### config.mk
export PLATFORM = sky130hd
export DESIGN_NAME = tv_gen_flat
export DESIGN_NICKNAME = d
export VERILOG_FILES = /design/src/rtl/tv_gen_if.sv /design/src/rtl/tv_gen.sv /design/src/flat_wrapper.sv
export SDC_FILE = /design/constraint.sdc
export NUM_CORES = 1
export LEC_CHECK = 0
export ABC_AREA = 1
export ABC_CLOCK_PERIOD_IN_PS = 1100
export CAP_MARGIN = 20
export CORE_ASPECT_RATIO = 0.7
export CORE_MARGIN = 1.5
export CORE_UTILIZATION = 47
export DETAILED_ROUTE_END_ITERATION = 10
export HOLD_SLACK_MARGIN = 0.06
export PLACE_DENSITY = 0.73
export RECOVER_POWER = 25
export SLEW_MARGIN = 40
export SYNTH_ARGS = -nofsm -noshare
export SYNTH_HDL_FRONTEND = slang
export SYNTH_SLANG_ARGS = --single-unit
### constraint.sdc
create_clock -name clk -period 1.1 [get_ports clk]
set_input_delay 0.22 -clock clk [delete_from_list [all_inputs] [get_ports clk]]
set_output_delay 0.22 -clock clk [all_outputs]
set_load 0.005 [all_outputs]
### src/rtl/tv_gen_if.sv
// Stimulus and status bundle between the vector generator and the bench
// that consumes it.
interface tv_gen_if;
  logic       in0;
  logic       in1;
  logic [1:0] vec_idx;
  logic       vec_valid;
  logic       pass_wrap;
  logic [7:0] pass_count;
  logic       done;

  modport master (
    output in0, in1, vec_idx, vec_valid, pass_wrap, pass_count, done
  );

  modport slave (
    input in0, in1, vec_idx, vec_valid, pass_wrap, pass_count, done
  );
endinterface

### src/rtl/tv_gen.sv
// Exhaustive 2-input vector generator: steps through all four {in1,in0}
// values in binary or Gray order, holding each for HOLD_CYCLES clocks.
module tv_gen #(
  parameter int HOLD_CYCLES = 1,
  parameter int GRAY        = 0,
  parameter int LOOP        = 1
) (
  input  logic     clk,
  input  logic     rst,
  tv_gen_if.master tv
);

  typedef enum logic [1:0] {
    S_IDLE,
    S_RUN,
    S_DONE
  } state_t;

  localparam logic [7:0] HOLD_LAST = 8'(HOLD_CYCLES - 1);

  state_t     state, state_nxt;
  logic [7:0] hold_cnt, hold_cnt_nxt;
  logic [1:0] idx, idx_nxt;
  logic [1:0] vec, vec_nxt;
  logic [7:0] passes, passes_nxt;
  logic       valid, valid_nxt;
  logic       wrap, wrap_nxt;
  logic       done, done_nxt;

  function automatic logic [1:0] map_vec(input logic [1:0] i);
    return (GRAY != 0) ? (i ^ (i >> 1)) : i;
  endfunction

  function automatic logic [7:0] sat_inc(input logic [7:0] v);
    return (v == 8'hFF) ? v : v + 8'd1;
  endfunction

  always_comb begin
    state_nxt    = state;
    hold_cnt_nxt = hold_cnt;
    idx_nxt      = idx;
    passes_nxt   = passes;
    valid_nxt    = valid;
    done_nxt     = done;
    wrap_nxt     = 1'b0;

    case (state)
      S_IDLE: begin
        state_nxt    = S_RUN;
        valid_nxt    = 1'b1;
        idx_nxt      = 2'd0;
        hold_cnt_nxt = 8'd0;
      end
      S_RUN: begin
        if (hold_cnt == HOLD_LAST) begin
          hold_cnt_nxt = 8'd0;
          if (idx == 2'd3) begin
            passes_nxt = sat_inc(passes);
            if (LOOP != 0) begin
              idx_nxt  = 2'd0;
              wrap_nxt = 1'b1;
            end else begin
              // Single pass: freeze on the last vector until reset.
              state_nxt = S_DONE;
              valid_nxt = 1'b0;
              done_nxt  = 1'b1;
            end
          end else begin
            idx_nxt = idx + 2'd1;
          end
        end else begin
          hold_cnt_nxt = hold_cnt + 8'd1;
        end
      end
      S_DONE: begin
      end
      default: state_nxt = S_IDLE;
    endcase

    vec_nxt = map_vec(idx_nxt);
  end

  always_ff @(posedge clk or posedge rst) begin
    if (rst) begin
      state    <= S_IDLE;
      hold_cnt <= 8'd0;
      idx      <= 2'd0;
      vec      <= 2'd0;
      passes   <= 8'd0;
      valid    <= 1'b0;
      wrap     <= 1'b0;
      done     <= 1'b0;
    end else begin
      state    <= state_nxt;
      hold_cnt <= hold_cnt_nxt;
      idx      <= idx_nxt;
      vec      <= vec_nxt;
      passes   <= passes_nxt;
      valid    <= valid_nxt;
      wrap     <= wrap_nxt;
      done     <= done_nxt;
    end
  end

  assign tv.in0        = vec[0];
  assign tv.in1        = vec[1];
  assign tv.vec_idx    = idx;
  assign tv.vec_valid  = valid;
  assign tv.pass_wrap  = wrap;
  assign tv.pass_count = passes;
  assign tv.done       = done;

endmodule

### src/flat_wrapper.sv
// flat-port wrapper written by rule: the top's interface ports become plain ports
module tv_gen_flat 
#(
  parameter int HOLD_CYCLES = 1,
  parameter int GRAY        = 0,
  parameter int LOOP        = 1
)
  (clk, rst, tv_in0, tv_in1, tv_vec_idx, tv_vec_valid, tv_pass_wrap, tv_pass_count, tv_done);
  tv_gen_if tv_i ();
  input  logic clk;
  input  logic rst;
  output wire logic [$bits(tv_i.in0)-1:0] tv_in0;
  output wire logic [$bits(tv_i.in1)-1:0] tv_in1;
  output wire logic [$bits(tv_i.vec_idx)-1:0] tv_vec_idx;
  output wire logic [$bits(tv_i.vec_valid)-1:0] tv_vec_valid;
  output wire logic [$bits(tv_i.pass_wrap)-1:0] tv_pass_wrap;
  output wire logic [$bits(tv_i.pass_count)-1:0] tv_pass_count;
  output wire logic [$bits(tv_i.done)-1:0] tv_done;
  assign tv_in0 = tv_i.in0;
  assign tv_in1 = tv_i.in1;
  assign tv_vec_idx = tv_i.vec_idx;
  assign tv_vec_valid = tv_i.vec_valid;
  assign tv_pass_wrap = tv_i.pass_wrap;
  assign tv_pass_count = tv_i.pass_count;
  assign tv_done = tv_i.done;
  tv_gen #(.HOLD_CYCLES(HOLD_CYCLES), .GRAY(GRAY), .LOOP(LOOP)) u_core (.clk(clk), .rst(rst), .tv(tv_i));
endmodule
# [Word level (Yosys, flattened, before mapping)]
# Index checks and enable logic that the tools add are counted.
[word_totals] wordCells=30 reg_bits=22
[op_classes] reduce_logical=6 n_eq_ne=5 n_mux=9 n_addsub=3 bitwise=1
[ops] op="$add 8x1->8 const B" count=2
[ops] op="$pmux 8 s2" count=1
[ops] op="$eq 8x8->1 const B" count=1
[ops] op="$logic_not 8->1" count=1
[ops] op="$mux 8" count=1
[ops] op="$pmux 2 s2" count=2
[ops] op="$eq 2x2->1 const B" count=2
[ops] op="$mux 2" count=2
[ops] op="$reduce_and 4->1" count=1
[ops] op="$mux 1" count=3
[ops] op="$add 2x1->2 const B" count=1
[ops] op="$eq 2x1->1 const B" count=1
[ops] op="$logic_not 2->1" count=1
[ops] op="$ne 2x1->1 const B" count=1
[ops] op="$reduce_and 2->1" count=1
[ops] op="$reduce_bool 2->1" count=1
[ops] op="$reduce_or 2->1" count=1
[ops] op="$not 1->1" count=1

# [Longest topological paths before layout]
# Gate-level depths: netlist (run 1).
[depth] depth_word=4 depth_mapped=9 mapped_depth_nobuf=9

# [Least setup slack after synthesis (run 1)]
# OpenSTA, ideal clock, no wires.
[synth_path] path_type="register to register" startpoint="reg u_core.passes[0] (netlist: u_core.tv.pass_count[0])" endpoint="reg u_core.passes[0] (netlist: u_core.tv.pass_count[0])" period_less_slack_ns=1.263 setup_ns=0.123 setup_slack_ns=-0.163 path_stages_with_launch=8 n_path_buf=0 arrival_ns=1.140 cell_sequence="dfrtp_1 ha_1 nand2_2 nor2_2 nand2_1 nand2_2 o21ai_0 nand2_1"
[synth_via] elab_chain_len=3 word_cells_on_any_way=4
[synth_rtl] item="from (decl)" line="tv_gen.sv:25" text="logic [7:0] passes, passes_nxt;"
[synth_rtl] item="from (signal assigned)" line="tv_gen.sv:98" text="passes <= passes_nxt;"
[synth_rtl] item="parallel branches: the longest is 3 deep, another holds $add 8x1->8"
# Parallel ways; which one is timed is not known.
# A chain may end at the register's enable or synchronous reset.

# [Final worst setup path (run 1)]
[layout_path] startpoint="reg u_core.hold_cnt[1]" endpoint="reg u_core.passes[6] (netlist: u_core.tv.pass_count[6])"
[layout_via] elab_chain_len=2
[layout_rtl] item="from (decl)" line="tv_gen.sv:22" text="logic [7:0] hold_cnt, hold_cnt_nxt;"
[layout_rtl] item="from (signal assigned)" line="tv_gen.sv:95" text="hold_cnt <= hold_cnt_nxt;"
[layout_rtl] item="$logic_not 8->1" line="tv_gen.sv:55" text="if (hold_cnt == HOLD_LAST) begin"
[layout_rtl] item="$reduce_and 4->1 (no source line)"
# Every way passes these cells.

==> metrics, run 1 <==
status finished with violations; failing checks negative setup slack; register area share after synthesis a little under half; DRC Markers 0; Syn Inst Count approximately 140; Reg-to-Reg Start u_core.hold_cnt[1]; distinct cell type count after synthesis 20; core area ~0.0022 mm^2; Reg clk slew, reported paths around 110 ps; Synth Flop Type dfrtp_1; vias in the first global route ~1200; total number of vias about 1100; grt total ovfl 0; final hold slack 468 ps; DR pass1 iterations 4; Antenna Cells 0; pin count of the biggest net entering global routing 22; Clock Latency Late Sink ~310 ps; switching power 0.615 mW; total power around 2.0 mW; Total GRT Usage around 25%; most common cell in the netlist nand2_1; Post-Syn Area 0.00115 mm^2; crit start category register; Yosys top cell area share between 40 and 50%; P_leak roughly 0.95 nW; Slowest cell on crit path dfrtp_1; CP peak stage delay approximately 410 ps; Max FO, Critical Path 6; Reg power frac between 40% and 50%; # IOs 17; wire per inst 14.3 um; TritonCTS Sinks 21; PwrDens between 1000 and 1500 mW/mm^2; DR vias/cell roughly 5.0; combinational group share of total power between 30% and 40%; fin crit period 1370 ps; max frequency 0.732 GHz; number of enable flip-flop cells after synthesis 0; Net Count, Synth 149; crit-path cells inv_1 > ha_2 > nand2_2 > nor2_4 > nand3_4 > o21ai_1 > nand2_1; Layout area overhead 52.2%; initial antenna violation count 0; final worst-path cycle share 124%; DP HPWL around 1800 um; syn avg cell area between 8 and 9 um^2; Die Ht around 44 um; setup ws final -266 ps; Worst slew margin approximately two thirds; Detailed Route Iter0 Violations 18; CTS Buffer Depth 2; Port Buffers 15; row count 14; endpoints failing setup 24; Nets between 200 and 250; #FFs+latches synth 21; Internal 1.40 mW; CTS Buf Count 3; Root Buffer clkbuf_4; commonest cells in the netlist 39 x nand2_1, 21 x dfrtp_1, 16 x inv_1; CTS tree built; Antenna Nets Post-Route 0; dominant cells by area after synthesis dfrtp_1 46%, nand2_1 13%, inv_1 5.2%, nor2_1 4.6%, ha_1 4.3%; FFs w/ async S/R, synth between 90% and 100%; MaxCap Viol Count 0; Sw Ratio slightly above 30%; Ys Warns 0; Slew Limit Fails 0; Crit path buffers/inverters 1; ratio of cells with drive above 1 in the final layout a little under half; Die Area about 0.0028 mm^2; crit path launch u_core.hold_cnt[1]; routed wire length around 3200 um; Worst Tran Pin Value approximately 530 ps; Starting Density between 50% and 60%; Final Hold Fails 0; Placement Setup Slack -204 ps; maximum vdd drop between 800 and 900 uV; first-pass GRT wire length roughly 5200 um; H-Tree Depth 1; die width approximately 62 um; Hold Path Class input port to asynchronous set/reset pin; endpoint type of the worst setup path register; RSZ-0062 raised after global routing true; fillers 157; placer congestion estimate just under 0.8; cell taking the most area after synthesis dfrtp_1; final clock skew 0.827 ps; WP data required between 1000 and 1500 ps; Final TNS setup -3950 ps; delay-heaviest family, CP simple AND/OR/NAND/NOR gates; crit path DAT approximately 1600 ps; clock share of power roughly a fifth; Setup CP Type register to register
[path summary, 6_finish.rpt]
kind | endpoint | slack, ps | depth (start not counted)
hold / removal | u_core.hold_cnt[3] | 470 | 3
setup / recovery | u_core.tv.pass_count[6] | -270 | 7
max in group asynchronous | u_core.state[0] | 250 | 3
hold reg to reg | u_core.tv.vec_valid | 480 | 1
min in group clk | u_core.tv.vec_valid | 480 | 1
setup reg to reg | u_core.tv.pass_count[6] | -270 | 7
[worst reg2reg max path, delay by kind of cell, from the launching register on]
| kind | cells | cell delay, ps |
|---|---|---|
| compound gates | 1 | 180 |
| fa+ha+maj | 1 | 170 |
| simple gates | 4 | 440 |
| flops | 1 | 410 |
| buf+inv | 1 | 70 |
[layout by cell type (no fill, tap or decap), drive strengths merged]
master,count
nand4,2
xor2,5
o21ai,10
conb,2
dfrtp,21
or2,1
nor2,19
nand2,45
inv,19
nand3,8
nor3b,2
dlygate4sd3,1
ha,4
clkbuf,5
buf,48
nand3b,1
nor3,1
[layout make-up]
class	count	area [um^2]	share of cell area, %
multi-input cells	100	683	38.9
flip-flops and latches	21	527	30.0
well taps	32	40.0	2.28
clock buffers	4	26.3	1.49
inverters	19	73.8	4.20
repair buffers	50	408	23.2
[power by group through the flow]
stage | logic [mW] | registers (mW) | clock network [mW]
detailed placement | 0.446 | 0.904 | 0
CTS | 0.700 | 0.877 | 0.386
floorplan | 0.170 | 0.919 | 0
global route | 0.804 | 0.893 | 0.409
global placement | 0.443 | 0.896 | 0
finish | 0.742 | 0.886 | 0.383
[logic make-up (layout without fill, tap and decap cells)]
family / Yosys count / count (layout) / synth area share, %
flops: 21 / 21 / 45.5
compound gates: 10 / 10 / 4.33
other cells: 2 / 2 / 0.650
buf+inv: 22 / 73 / 8.13
xor+xnor: 5 / 5 / 3.79
fa+ha+maj: 4 / 4 / 4.33
simple gates: 79 / 79 / 33.3
[sequential cells by signal, indices dropped and copies added, names as in the netlist]
register,count
u_core.tv.pass_wrap,1
u_core.hold_cnt,8
u_core.tv.vec_idx,2
u_core.tv.pass_count,8
u_core.state,1
u_core.tv.vec_valid,1
[routing by layer]
| layer | vias to the layer above | part of all wire [%] | GRT usage, % |
|---|---|---|---|
| met1 | 541 | 43 | 29.8 |
| li1 | 543 | - | - |
| met4 | 0 | 2.6 | 7.56 |
| met3 | 9 | 4.4 | 6.36 |
| met2 | 30 | 50 | 46.5 |
| met5 | - | 0 | 0 |
[timing repair]
action                     in CTS  in global routing
hold endpoints to repair        0                  0
gates resized for setup        87                 17
hold buffers                    0                  0
buffers inserted               20                  3
pin swaps                      22                 20
setup endpoints to repair      30                 24
[through the flow]
stage | utilization, % | cells | cell area [um^2]
floorplan | - | 143 | 1160
global placement | 65.0 | 203 | 1460
detailed placement | 65.0 | 203 | 1460
CTS | 76.7 | 226 | 1720
global route | 78.4 | 226 | 1760
finish | 78.4 | 226 | 1760
No activity file was read; power rests on OpenSTA's default activity.
==> run 2: changes to the inputs <==
--- a/config.mk
+++ b/config.mk
@@ -15,6 +15,7 @@
 export HOLD_SLACK_MARGIN = 0.06
 export PLACE_DENSITY = 0.73
 export RECOVER_POWER = 25
+export SETUP_SLACK_MARGIN = 0.4
 export SLEW_MARGIN = 40
 export SYNTH_ARGS = -nofsm -noshare
 export SYNTH_HDL_FRONTEND = slang
==> run 2 against run 1 <==
Against the previous run:
- the run still ends with negative setup slack left
- first-iteration DRC count rose to 5.2 times the previous value
- die area did not move
- global-route usage fell by 1.2 points
- cell count fell by 0.88%
- fmax rose by 0.88%
- clock skew rose by 6.5 ps
- final area fell by 4.7%
- sequential share of layout area rose by 1.6 points
- critical path type unchanged
- critical endpoint is now u_core.tv.pass_count[2]
- largest cell class unchanged
==> metrics, run 2 (same netlist as run 1, synthesis figures left out) <==
crit-path cells inv_2 > ha_4 > nand2_4 > nor2_4 > nand3_4 > nor2_4 > nand2_1 > nand2_1 (was inv_1 > ha_2 > nand2_2 > nor2_4 > nand3_4 > o21ai_1 > nand2_1); TritonCTS Sinks 21 (unchanged); Hold Path Class input port to asynchronous set/reset pin (unchanged); Worst R2R Path Depth 8 (was 7); RSZ-0062 raised after global routing true (unchanged); Starting Density 51.5% (unchanged); die width 62.2 um (unchanged); Antenna Nets Post-Route 0 (unchanged); Detailed Route Iter0 Violations 93 (was 18); endpoint type of the worst setup path register (unchanged); grt total ovfl 0 (unchanged); Clock Latency Late Sink 310 ps (about the same); most frequent cells in the layout 35 x nand2_1, 30 x buf_4, 19 x dfrtp_1 (was 33 x nand2_1, 26 x buf_4, 20 x dfrtp_1); vias in the first global route 1082 (was 1156); Reg-to-Reg Start u_core.hold_cnt[1] (unchanged); DR pass1 iterations 4 (unchanged); total number of vias 1104 (was 1123); Setup CP Type register to register (unchanged); Worst Tran Pin Value 527 ps (was 526 ps); Root Buffer clkbuf_4 (unchanged); # IOs 17 (unchanged); crit start category register (unchanged); DRC Markers 0 (unchanged); P_leak 0.892 nW (was 0.953 nW); CTS tree built (unchanged); CTS Buf Count 3 (unchanged); reg-to-reg endpoint u_core.tv.pass_count[2] (was u_core.tv.pass_count[6]); Max FO, Critical Path 5 (was 6); Nets 199 (was 201); max frequency 0.739 GHz (was 0.732 GHz); Reg clk slew, reported paths 120 ps (was 110 ps); utilization after layout 74.7% (was 78.4%); CTS Buffer Depth 2 (unchanged); status finished with violations (unchanged); Final Hold Fails 0 (unchanged); maximum vdd drop 869 uV (was 828 uV); endpoints failing setup 19 (was 24); Port Buffers 15 (unchanged); final clock skew 7.35 ps (was 0.827 ps); Worst slew margin 64.9% (about the same); Layout area overhead 45.1% (was 52.2%); core area 0.00224 mm^2 (unchanged); placer congestion estimate 0.879 (was 0.792); setup ws final -254 ps (was -266 ps); Antenna Cells 0 (unchanged); DR vias/cell 4.93 (was 4.97); final hold slack 458 ps (was 468 ps); MaxCap Viol Count 0 (unchanged); Slew Limit Fails 0 (unchanged); Slowest cell on crit path dfrtp_1 (unchanged); row count 14 (unchanged); Die Ht 44.5 um (unchanged); final worst-path cycle share 123% (was 124%); initial antenna violation count 0 (unchanged); first-pass GRT wire length 4980 um (was 5230 um); Die Area 0.00277 mm^2 (unchanged); R2R setup slack -250 ps (was -270 ps); failing checks negative setup slack (unchanged); PwrDens 1030 mW/mm^2 (was 1140 mW/mm^2); CP peak stage delay 420 ps (was 410 ps); DP HPWL 1970 um (was 1760 um); wire per inst 13.5 um (was 14.3 um); Total GRT Usage 23.9% (was 25.1%); fin crit period 1350 ps (was 1370 ps); fillers 188 (was 157); H-Tree Depth 1 (unchanged); routed wire length 3020 um (was 3220 um); pin count of the biggest net entering global routing 22 (unchanged); crit path DAT 1590 ps (was 1580 ps); commonest non-fill, non-tap cell in the layout nand2_1 (unchanged); WP data required 1340 ps (was 1320 ps); total power 1.72 mW (was 2.01 mW); cts-stage hold buffer count 0 (unchanged); ratio of cells with drive above 1 in the final layout 45.3% (was 45.4%); Final TNS setup -3550 ps (was -3950 ps); Placement Setup Slack -256 ps (was -204 ps)
run 2: how the worst max path moves through the flow:
stage               slack [ps]                      end  cells past startpoint                     from
floorplan                 -130  u_core.tv.pass_count[4]                      8  u_core.tv.pass_count[1]
global placement          -200  u_core.tv.pass_count[0]                      8  u_core.tv.pass_count[0]
detailed placement        -260  u_core.tv.pass_count[0]                      8  u_core.tv.pass_count[0]
CTS                       -220  u_core.tv.pass_count[0]                      8       u_core.hold_cnt[1]
global route              -330  u_core.tv.pass_count[0]                      8       u_core.hold_cnt[0]
finish                    -250  u_core.tv.pass_count[2]                      8       u_core.hold_cnt[1]
run 2: critical path, delay by kind of cell, from the launching register on:
kind	cells	cell delay, ps
buf+inv	1	80
fa+ha+maj	1	140
flops	1	420
simple gates	6	640
run 2: metal layers:
layer  vias up  routed length, um  global-route usage [%]
met2        43               1400                    39.6
met3        10                161                    5.85
met5         -                  0                       0
li1        537                  -                       -
met1       514               1380                    32.4
met4         0                 70                    6.22
run 2: per-stage QoR:
stage	cell area, um^2	cells
2_1_floorplan	1190	143
3_3_place_gp	1490	204
3_5_place_dp	1490	204
4_1_cts	1650	221
5_1_grt	1680	224
6_report	1680	224
run 2: area by class of cell:
type                            count  area [um^2]  share of cell area, %
Timing Repair Buffer               48          345                   20.6
Clock buffer                        4         26.3                   1.57
Inverter                           19         73.8                   4.41
Multi-Input combinational cell    100          662                   39.5
Sequential cell                    21          528                   31.5
Tap cell                           32         40.0                   2.39
run 2: timing repair:
item | 4_1_cts | 5_1_grt
setup endpoints to repair | 34 | 34
pin swaps | 4 | 6
gates resized for setup | 73 | 11
buffers inserted | 13 | 3
hold endpoints to repair | 0 | 0
run 2: report_power, final:
group          switching (mW)  internal, mW  total, mW
clock network           0.239         0.141      0.380
registers              0.0503         0.833      0.884
logic                   0.227         0.233      0.460
total                   0.516          1.21       1.72
